**src/rtl/serv_alu_seq.sv**
```systemverilog
// Pass sequencer for the bit-serial ALU: walks an optional INIT pass, an
// optional shift-wait and a RUN pass, emitting the per-bit ALU strobes.
module serv_alu_seq #(
  parameter  int WIDTH = 32,
  localparam int CNT_W = $clog2(WIDTH)
) (
  input  logic             clk,
  input  logic             i_rst_n,
  input  logic             i_req,
  input  logic             i_two_stage,
  input  logic             i_shift,
  input  logic             i_flush,
  input  logic             i_sh_done,
  output logic             o_busy,
  output logic             o_en,
  output logic             o_init,
  output logic             o_cnt_done,
  output logic             o_shamt_en,
  output logic             o_rd_en,
  output logic             o_ack,
  output logic [CNT_W-1:0] o_cnt
);

  typedef enum logic [1:0] {
    S_IDLE,
    S_INIT,
    S_SHWAIT,
    S_RUN
  } state_t;

  localparam logic [CNT_W-1:0] CNT_LAST   = CNT_W'(WIDTH - 1);
  // The shift amount occupies the low five operand bits.
  localparam logic [CNT_W-1:0] SHAMT_BITS = CNT_W'(5);

  state_t           state, state_next;
  logic [CNT_W-1:0] cnt, cnt_next;
  logic             shift_q, shift_next;
  logic             last_bit;

  assign last_bit = (cnt == CNT_LAST);

  // NOTE: state registers use non-blocking assignments so every flop samples
  // the pre-edge values of the others, independent of process ordering.
  always_ff @(posedge clk or negedge i_rst_n) begin
    if (!i_rst_n) begin
      state   <= S_IDLE;
      cnt     <= '0;
      shift_q <= 1'b0;
    end else begin
      state   <= state_next;
      cnt     <= cnt_next;
      shift_q <= shift_next;
    end
  end

  // NOTE: every signal driven here gets a default first so no path through
  // the case statement can leave it unassigned and infer a latch.
  always_comb begin
    state_next = state;
    cnt_next   = cnt;
    shift_next = shift_q;
    unique case (state)
      S_IDLE: begin
        if (i_req) begin
          shift_next = i_shift;
          state_next = (i_two_stage || i_shift) ? S_INIT : S_RUN;
          cnt_next   = '0;
        end
      end
      S_INIT: begin
        cnt_next = cnt + CNT_W'(1);
        if (last_bit) state_next = shift_q ? S_SHWAIT : S_RUN;
      end
      S_SHWAIT: begin
        cnt_next = '0;
        if (i_sh_done) state_next = S_RUN;
      end
      S_RUN: begin
        cnt_next = cnt + CNT_W'(1);
        if (last_bit) state_next = S_IDLE;
      end
      default: state_next = S_IDLE;
    endcase
    // Abort overrides everything, including an accept in IDLE.
    if (i_flush) begin
      state_next = S_IDLE;
      cnt_next   = '0;
    end
  end

  assign o_busy     = (state != S_IDLE);
  assign o_init     = (state == S_INIT);
  assign o_rd_en    = (state == S_RUN);
  assign o_en       = o_init || o_rd_en;
  assign o_cnt_done = o_en && last_bit;
  assign o_shamt_en = o_init && shift_q && (cnt < SHAMT_BITS);
  assign o_ack      = o_rd_en && last_bit && !i_flush;
  assign o_cnt      = cnt;

endmodule

```
**config.mk**
```make
export PLATFORM = sky130hd
export DESIGN_NAME = serv_alu_seq
export DESIGN_NICKNAME = d
export VERILOG_FILES = /design/src/rtl/serv_alu_seq.sv
export SDC_FILE = /design/constraint.sdc
export NUM_CORES = 1
export LEC_CHECK = 0
export BUFFER_PORTS_ARGS = -buffer_cell sky130_fd_sc_hd__buf_4
export CORE_AREA = 4 4 41 43
export CTS_CLUSTER_SIZE = 30
export DETAILED_ROUTE_END_ITERATION = 16
export DIE_AREA = 0 0 45 47
export PLACE_DENSITY = 0.7
export SETUP_SLACK_MARGIN = 0.05
export SYNTH_ARGS = -nofsm -noshare
export SYNTH_HDL_FRONTEND = slang
export SYNTH_SLANG_ARGS = --single-unit
```
**constraint.sdc**
```tcl
create_clock -name clk -period 2 [get_ports clk]
set_input_delay 0.2 -clock clk [delete_from_list [all_inputs] [get_ports clk]]
set_output_delay 0.2 -clock clk [all_outputs]
set_load 0.02 [all_outputs]
```
==> run_results.csv, run 1 <==
group,metric,value,unit
run_status,status,"finished clean",
critical_path,cp_max_fo,5,
logic_synthesis,yosysTopAreaCell,"dfrtp_1",
place,port_buffers,18,
sta,finalHoldViolations,0,
sta,final_max_slew_viol_count,0,
power,leakagePower,0.000398,uW
sta,skew,0.00864,ns
global_routing,use_met3,6.51,%
clock_tree,tritoncts.num_buffers,3,
clock_tree,post-cts-setup-buffers,0,
place,gp_congestion,0.712,
clock_tree,worstSkewPairLatency,0.25,ns
sta,slew_headroom,74.6,%
power,p_clk_share,13.6,%
clock_tree,numClockSinks,8,
power,internal_power,502,uW
finish,fill_cells,126,
logic_synthesis,ys_types,22,
global_routing,globalRoute.totalOverflow,0,
global_routing,grt_pass1_wl,1920,um
critical_path,critPathLaunchType,"flop",
clock_tree,holdBufCountCts,1,
power,combPwrFrac,58.7,%
finish,syn_to_final_growth,32.4,%
power,powerDensity,1150,nW/um2
clock_tree,clk_path_buf_depth,2,
critical_path,critical_path_arrival,1.64,ns
routing,vias,464,
clock_tree,post_cts_resized,0,
global_routing,grtUsageTotal,13.0,%
global_routing,use_met1,16.2,%
clock_tree,cts_tree,"done",
routing,ant_nets,0,
power,switching_power,377,uW
sta,finalWorstSetupSlack,0.162,ns
routing,dr.pass1.iters,4,
routing,wl_per_cell,12.9,um
floorplanning,die-area,2120,um2
sta,max_slew.worst_pin.slew,0.379,ns
logic_synthesis,syn_nets,69,
logic_synthesis,syn_area,576,um2
logic_synthesis,synth_top_area_share,34.8,%
clock_tree,path_clk_slew,0.06,ns
place,dpl.hpwl,959,um
power,ir_drop,551,uV
global_routing,grt_busiest_layer,"met2",
logic_synthesis,synth.area.top_cells,"dfrtp_1 (35%), ha_1 (17%), nor3b_4 (6.5%), a22o_2 (5.2%), nand2b_1 (4.3%)",
finish,multi_input_area,357,um2
routing,via_per_inst,5.10,
finish,final_util,58.6,%
logic_synthesis,yosys-top-cells-count,"dfrtp_1 (8), ha_1 (8), inv_1 (5)",
logic_synthesis,synth_warnings,0,
floorplanning,die_w,45,um
sta,fin_crit_sh,91.9,%
logic_synthesis,yosysSeqAreaShare,34.8,%
sta,fmax,0.544,GHz
floorplanning,die_height,47,um
finish,drive_above_1_share,38.2,%
global_routing,grt_antenna_before_repair,0,
floorplanning,core,1300,um2
logic_synthesis,synth_seq_cells,8,
global_routing,grt_max_degree,9,
floorplanning,num_rows,13,
sta,finalSetupViolations,0,
critical_path,crit_path_end_kind,"primary output",
logic_synthesis,synth-edff-count,0,
routing,totalWireLength,1170,um
finish,num_antenna_cells,0,
logic_synthesis,synthArstFlopShare,100,%
power,p_seq_share,27.8,%
power,switching_share,42.9,%
floorplanning,ios,19,
critical_path,required,1.80,ns
global_routing,grt_pass1_vias,436,
clock_tree,cts_htree_levels,1,
routing,drc,0,
sta,min_period,1.84,ns
logic_synthesis,synthCells,54,
clock_tree,root_buffer,"clkbuf_4",
place,dp_slack,0.313,ns
floorplanning,initial_core_util,44.2,%
run,drv_cap,0,
critical_path,worst-setup-path-type,"reg2out",
logic_synthesis,synth.avg_cell_area,10.7,um2
routing,first_iter_violations,7,
global_routing,grt_use_met2,19.2,%
worst_hold_path,holdCritPathClass,"in2reg",
logic_synthesis,synth_ff_type,"dfrtp_1",
sta,setup-tns-final,0,ns
sta,rsz0062_at_grt,"false",
finish,nets,93,
finish,seqCellArea,200,um2
-- kinds of logic after synthesis --
| group | share of synthesized area (%) |
|---|---|
| muxes | 5.65 |
| buffers and inverters | 3.26 |
| adders and majority gates | 17.4 |
| xor gates and xnor gates | 1.52 |
| AOI/OAI and AO/OA | 15.9 |
| and+or+nand+nor | 21.5 |
| DFF | 34.8 |
-- state kept, by name (all words and copies together), names as in the netlist --
signal   flops
state        2
o_cnt        5
shift_q      1
-- per-layer routing --
layer	up-vias	wire length, um
li1	240	-
met5	-	0
met1	207	520
met2	15	546
met3	2	97
met4	0	9
-- through the flow --
stage / area (um2) / total power, uW / cells / hold WS (ns)
after floorplan: 576 / 601 / 54 / -0.0956
after global placement: 729 / 758 / 87 / 0.0256
after detailed placement: 729 / 770 / 87 / 0.0253
after CTS: 762 / 895 / 91 / 0.187
after global routing: 762 / 975 / 91 / 0.186
final: 762 / 879 / 91 / 0.191
-- placed cells by master (no fill, tap or decap), drive strengths merged --
cell / netlist / layout
nor4b: 1 / 1
and3b: 1 / 1
a211oi: 3 / 3
nand2: 2 / 2
dlygate4sd3: 0 / 1
mux2i: 1 / 1
dfrtp: 8 / 8
clkbuf: 0 / 3
nor2b: 1 / 1
o21ai: 2 / 2
ha: 8 / 8
a22o: 4 / 4
nand2b: 4 / 4
xnor2: 1 / 1
inv: 5 / 5
o21bai: 1 / 1
nand3: 1 / 1
and3: 2 / 2
mux2: 2 / 2
a31oi: 2 / 2
buf: 0 / 18
nor3b: 2 / 2
nor2: 3 / 3
-- layout make-up --
cell class | count | share of cell area, %
multi-input cells | 41 | 46.8
clock buffers | 3 | 2.96
inverters | 5 | 2.46
repair buffers | 19 | 19.0
well taps | 15 | 2.46
flip-flops and latches | 8 | 26.3
-- critical path: stages, from the launching register on --
cell and delay [ns]:
dfrtp_1 0.41, ha_1 0.23, and3_1 0.18, ha_1 0.20, and3b_2 0.21, buf_4 0.15
-- power by group through the flow --
stage / clock, uW / combinational [uW] / sequential [uW]
floorplan: 0 / 357 / 243
global placement: 0 / 513 / 245
detailed placement: 0 / 523 / 247
CTS: 125 / 525 / 245
global route: 139 / 585 / 251
finish: 119 / 516 / 244
-- final timing paths --
kind	start	to	slack, ns	cells after the start
setup / recovery	o_cnt[0]$_DFFE_PN0P_	o_ack	0.16	5
hold / removal	i_shift	shift_q$_DFFE_PN0P_	0.19	2
setup reg to reg	o_cnt[0]$_DFFE_PN0P_	state[1]$_DFFE_PN0P_	0.29	6
hold reg to reg	shift_q$_DFFE_PN0P_	shift_q$_DFFE_PN0P_	0.54	1
max in group asynchronous	i_rst_n	o_cnt[2]$_DFFE_PN0P_	1.56	2
min in group asynchronous	i_rst_n	o_cnt[3]$_DFFE_PN0P_	0.31	2
(Power assumes the default switching activity.)
==> inputs of run 2 (changes only) <==
- ABC_AREA: unset -> 1
- PLACE_DENSITY: 0.7 -> 0.78
==> run 2 against run 1 <==
  * Synthesized area increased by 0.87%
  * Cell count is 29% higher
  * Critical endpoint is now o_cnt_done
  * First-iteration DRC count is the same
  * Wire length up 10%
  * Clock skew shrank 0.0020 ns
==> run_results.csv, run 2 <==
group,metric,value,unit
run_status,status,"finished clean",
clock_tree,cts_tree,"done",
global_routing,grt_pass1_wl,2350,um
finish,fill_cells,134,
finish,multi_input_area,320,um2
logic_synthesis,synth_seq_cells,8,
clock_tree,path_clk_slew,0.05,ns
sta,final_max_slew_viol_count,0,
finish,final_common_cell,"buf_4",
power,ir_drop,595,uV
logic_synthesis,ys_types,15,
power,p_seq_share,28.0,%
power,switching_share,45.9,%
critical_path,crit_path_end_kind,"primary output",
clock_tree,worstSkewPairLatency,0.26,ns
critical_path,critPathLaunchType,"flop",
place,dpl.hpwl,1060,um
finish,num_antenna_cells,0,
power,p_clk_share,15.0,%
routing,wl_per_cell,11.1,um
clock_tree,clk_path_buf_depth,2,
sta,finalHoldViolations,0,
sta,fmax,0.586,GHz
power,combPwrFrac,57.0,%
logic_synthesis,synth_top_area_share,34.5,%
logic_synthesis,synth.avg_cell_area,7.26,um2
floorplanning,ios,19,
critical_path,cp_max_fo,4,
power,switching_power,380,uW
finish,seqCellArea,200,um2
sta,rsz0062_at_grt,"false",
critical_path,critical_path_arrival,1.51,ns
worst_hold_path,holdCritPathClass,"in2reg",
routing,drc,0,
floorplanning,num_rows,13,
run,drv_cap,0,
sta,max_slew.worst_pin.slew,0.223,ns
floorplanning,core,1300,um2
logic_synthesis,yosysSeqAreaShare,34.5,%
routing,ant_nets,0,
finish,largest_reg_flops,5,
power,leakagePower,0.000435,uW
logic_synthesis,syn_nets,95,
logic_synthesis,synth.area.top_cells,"dfrtp_1 (34%), ha_1 (17%), nand2_1 (11%), inv_1 (7.8%), nor2_1 (6.5%)",
logic_synthesis,synth_warnings,0,
global_routing,grtUsageTotal,15.3,%
routing,first_iter_violations,7,
clock_tree,root_buffer,"clkbuf_4",
global_routing,globalRoute.totalOverflow,0,
finish,nets,119,
clock_tree,tritoncts.num_buffers,3,
floorplanning,die_w,45,um
sta,finalSetupViolations,0,
clock_tree,post_cts_resized,0,
sta,whs,0.215,ns
global_routing,grt_max_degree,9,
sta,skew,0.00669,ns
clock_tree,cts_htree_levels,1,
global_routing,grt_pass1_vias,567,
routing,totalWireLength,1290,um
logic_synthesis,syn_area,581,um2
logic_synthesis,synth_ff_type,"dfrtp_1",
logic_synthesis,synthArstFlopShare,100,%
logic_synthesis,synth.most_common_cell,"nand2_1",
logic_synthesis,synthCells,80,
power,powerDensity,1080,nW/um2
logic_synthesis,synth-edff-count,0,
logic_synthesis,yosys-top-cells-count,"nand2_1 (17), inv_1 (12), nor2_1 (10)",
sta,min_period,1.71,ns
routing,dr.pass1.iters,4,
critical_path,worst-setup-path-type,"reg2out",
sta,fin_crit_sh,85.3,%
finish,mostFrequentLayoutCells,"buf_4 (18), nand2_1 (17), inv_1 (12), nor2_1 (10)",
finish,syn_to_final_growth,32.1,%
routing,vias,556,
floorplanning,die_height,47,um
place,port_buffers,18,
routing,via_per_inst,4.75,
sta,setup-tns-final,0,ns
clock_tree,numClockSinks,8,
floorplanning,initial_core_util,44.6,%
finish,drive_above_1_share,27.5,%
critical_path,required,1.80,ns
sta,slew_headroom,85.1,%
global_routing,grt_antenna_before_repair,0,
logic_synthesis,yosysTopAreaCell,"dfrtp_1",
power,internal_power,448,uW
place,gp_congestion,0.893,
floorplanning,die-area,2120,um2
==> run 2: cell types whose count changed after synthesis, moves of 4 or more <==
| cell | delta |
|---|---|
| o21ai_1 | +4 |
| nor2_1 | +7 |
| inv_2 | +4 |
| inv_1 | +7 |
| nand3_1 | +5 |
| nand2_1 | +15 |
| nand2b_1 | -4 |
==> run 2: power groups by stage <==
stage	registers, uW	logic [uW]	clock network (uW)
finish	232	472	125
global route	236	536	142
CTS	232	476	131
detailed placement	235	473	0
global placement	234	468	0
floorplan	236	319	0
==> run 2: path summary, 6_finish.rpt <==
check / to / startpoint / slack (ns) / cells after the start
setup / recovery: o_cnt_done / o_cnt[0]$_DFFE_PN0P_ / 0.29 / 7
hold / removal: shift_q$_DFFE_PN0P_ / i_shift / 0.22 / 3
setup reg to reg: state[0]$_DFFE_PN0P_ / o_cnt[0]$_DFFE_PN0P_ / 0.54 / 9
hold reg to reg: shift_q$_DFFE_PN0P_ / shift_q$_DFFE_PN0P_ / 0.54 / 2
max in group asynchronous: state[0]$_DFFE_PN0P_ / i_rst_n / 1.57 / 2
min in group asynchronous: o_cnt[3]$_DFFE_PN0P_ / i_rst_n / 0.29 / 2
==> run 2: cell type report <==
class	instances	area share (%)
Tap cell	15	2.45
Multi-Input combinational cell	56	41.8
Inverter	16	7.83
Timing Repair Buffer	19	18.9
Sequential cell	8	26.1
Clock buffer	3	2.94
==> run 2: cells by family after synthesis <==
group / synth area share [%]
simple gates: 29.7
buf+inv: 10.3
compound gates: 8.19
fa+ha+maj: 17.2
flops: 34.5
==> run 2: critical path, cell delays in order (launching register included) <==
cell and delay, ns:
dfrtp_1 0.39, ha_1 0.18, nand2_1 0.08, nor2_1 0.10, ha_1 0.18, inv_1 0.06
nor2_1 0.11, buf_4 0.15
==> run 2: through the flow <==
stage	util [%]	cell area [um2]	setup slack (ns)	cells	power, uW
after floorplan	-	581	0.476	80	555
after global placement	56.4	734	0.608	113	702
after detailed placement	56.4	734	0.576	113	708
after CTS	58.9	767	0.289	117	839
after global routing	58.9	767	0.130	117	914
final	58.9	767	0.294	117	828
==> run 2: repair_timing <==
| action | 4_1_cts | 5_1_grt |
|---|---|---|
| hold buffers | 1 | 0 |
| hold endpoints to repair | 8 | 0 |
| setup buffers | 0 | 0 |
==> run 2: metal layers <==
layer	GRT usage, %	vias to the layer above	share of wire, %
met5	0	-	0
met3	6.90	0	4.6
li1	-	295	-
met2	25.4	8	49
met1	18.1	253	47
met4	3.51	0	0
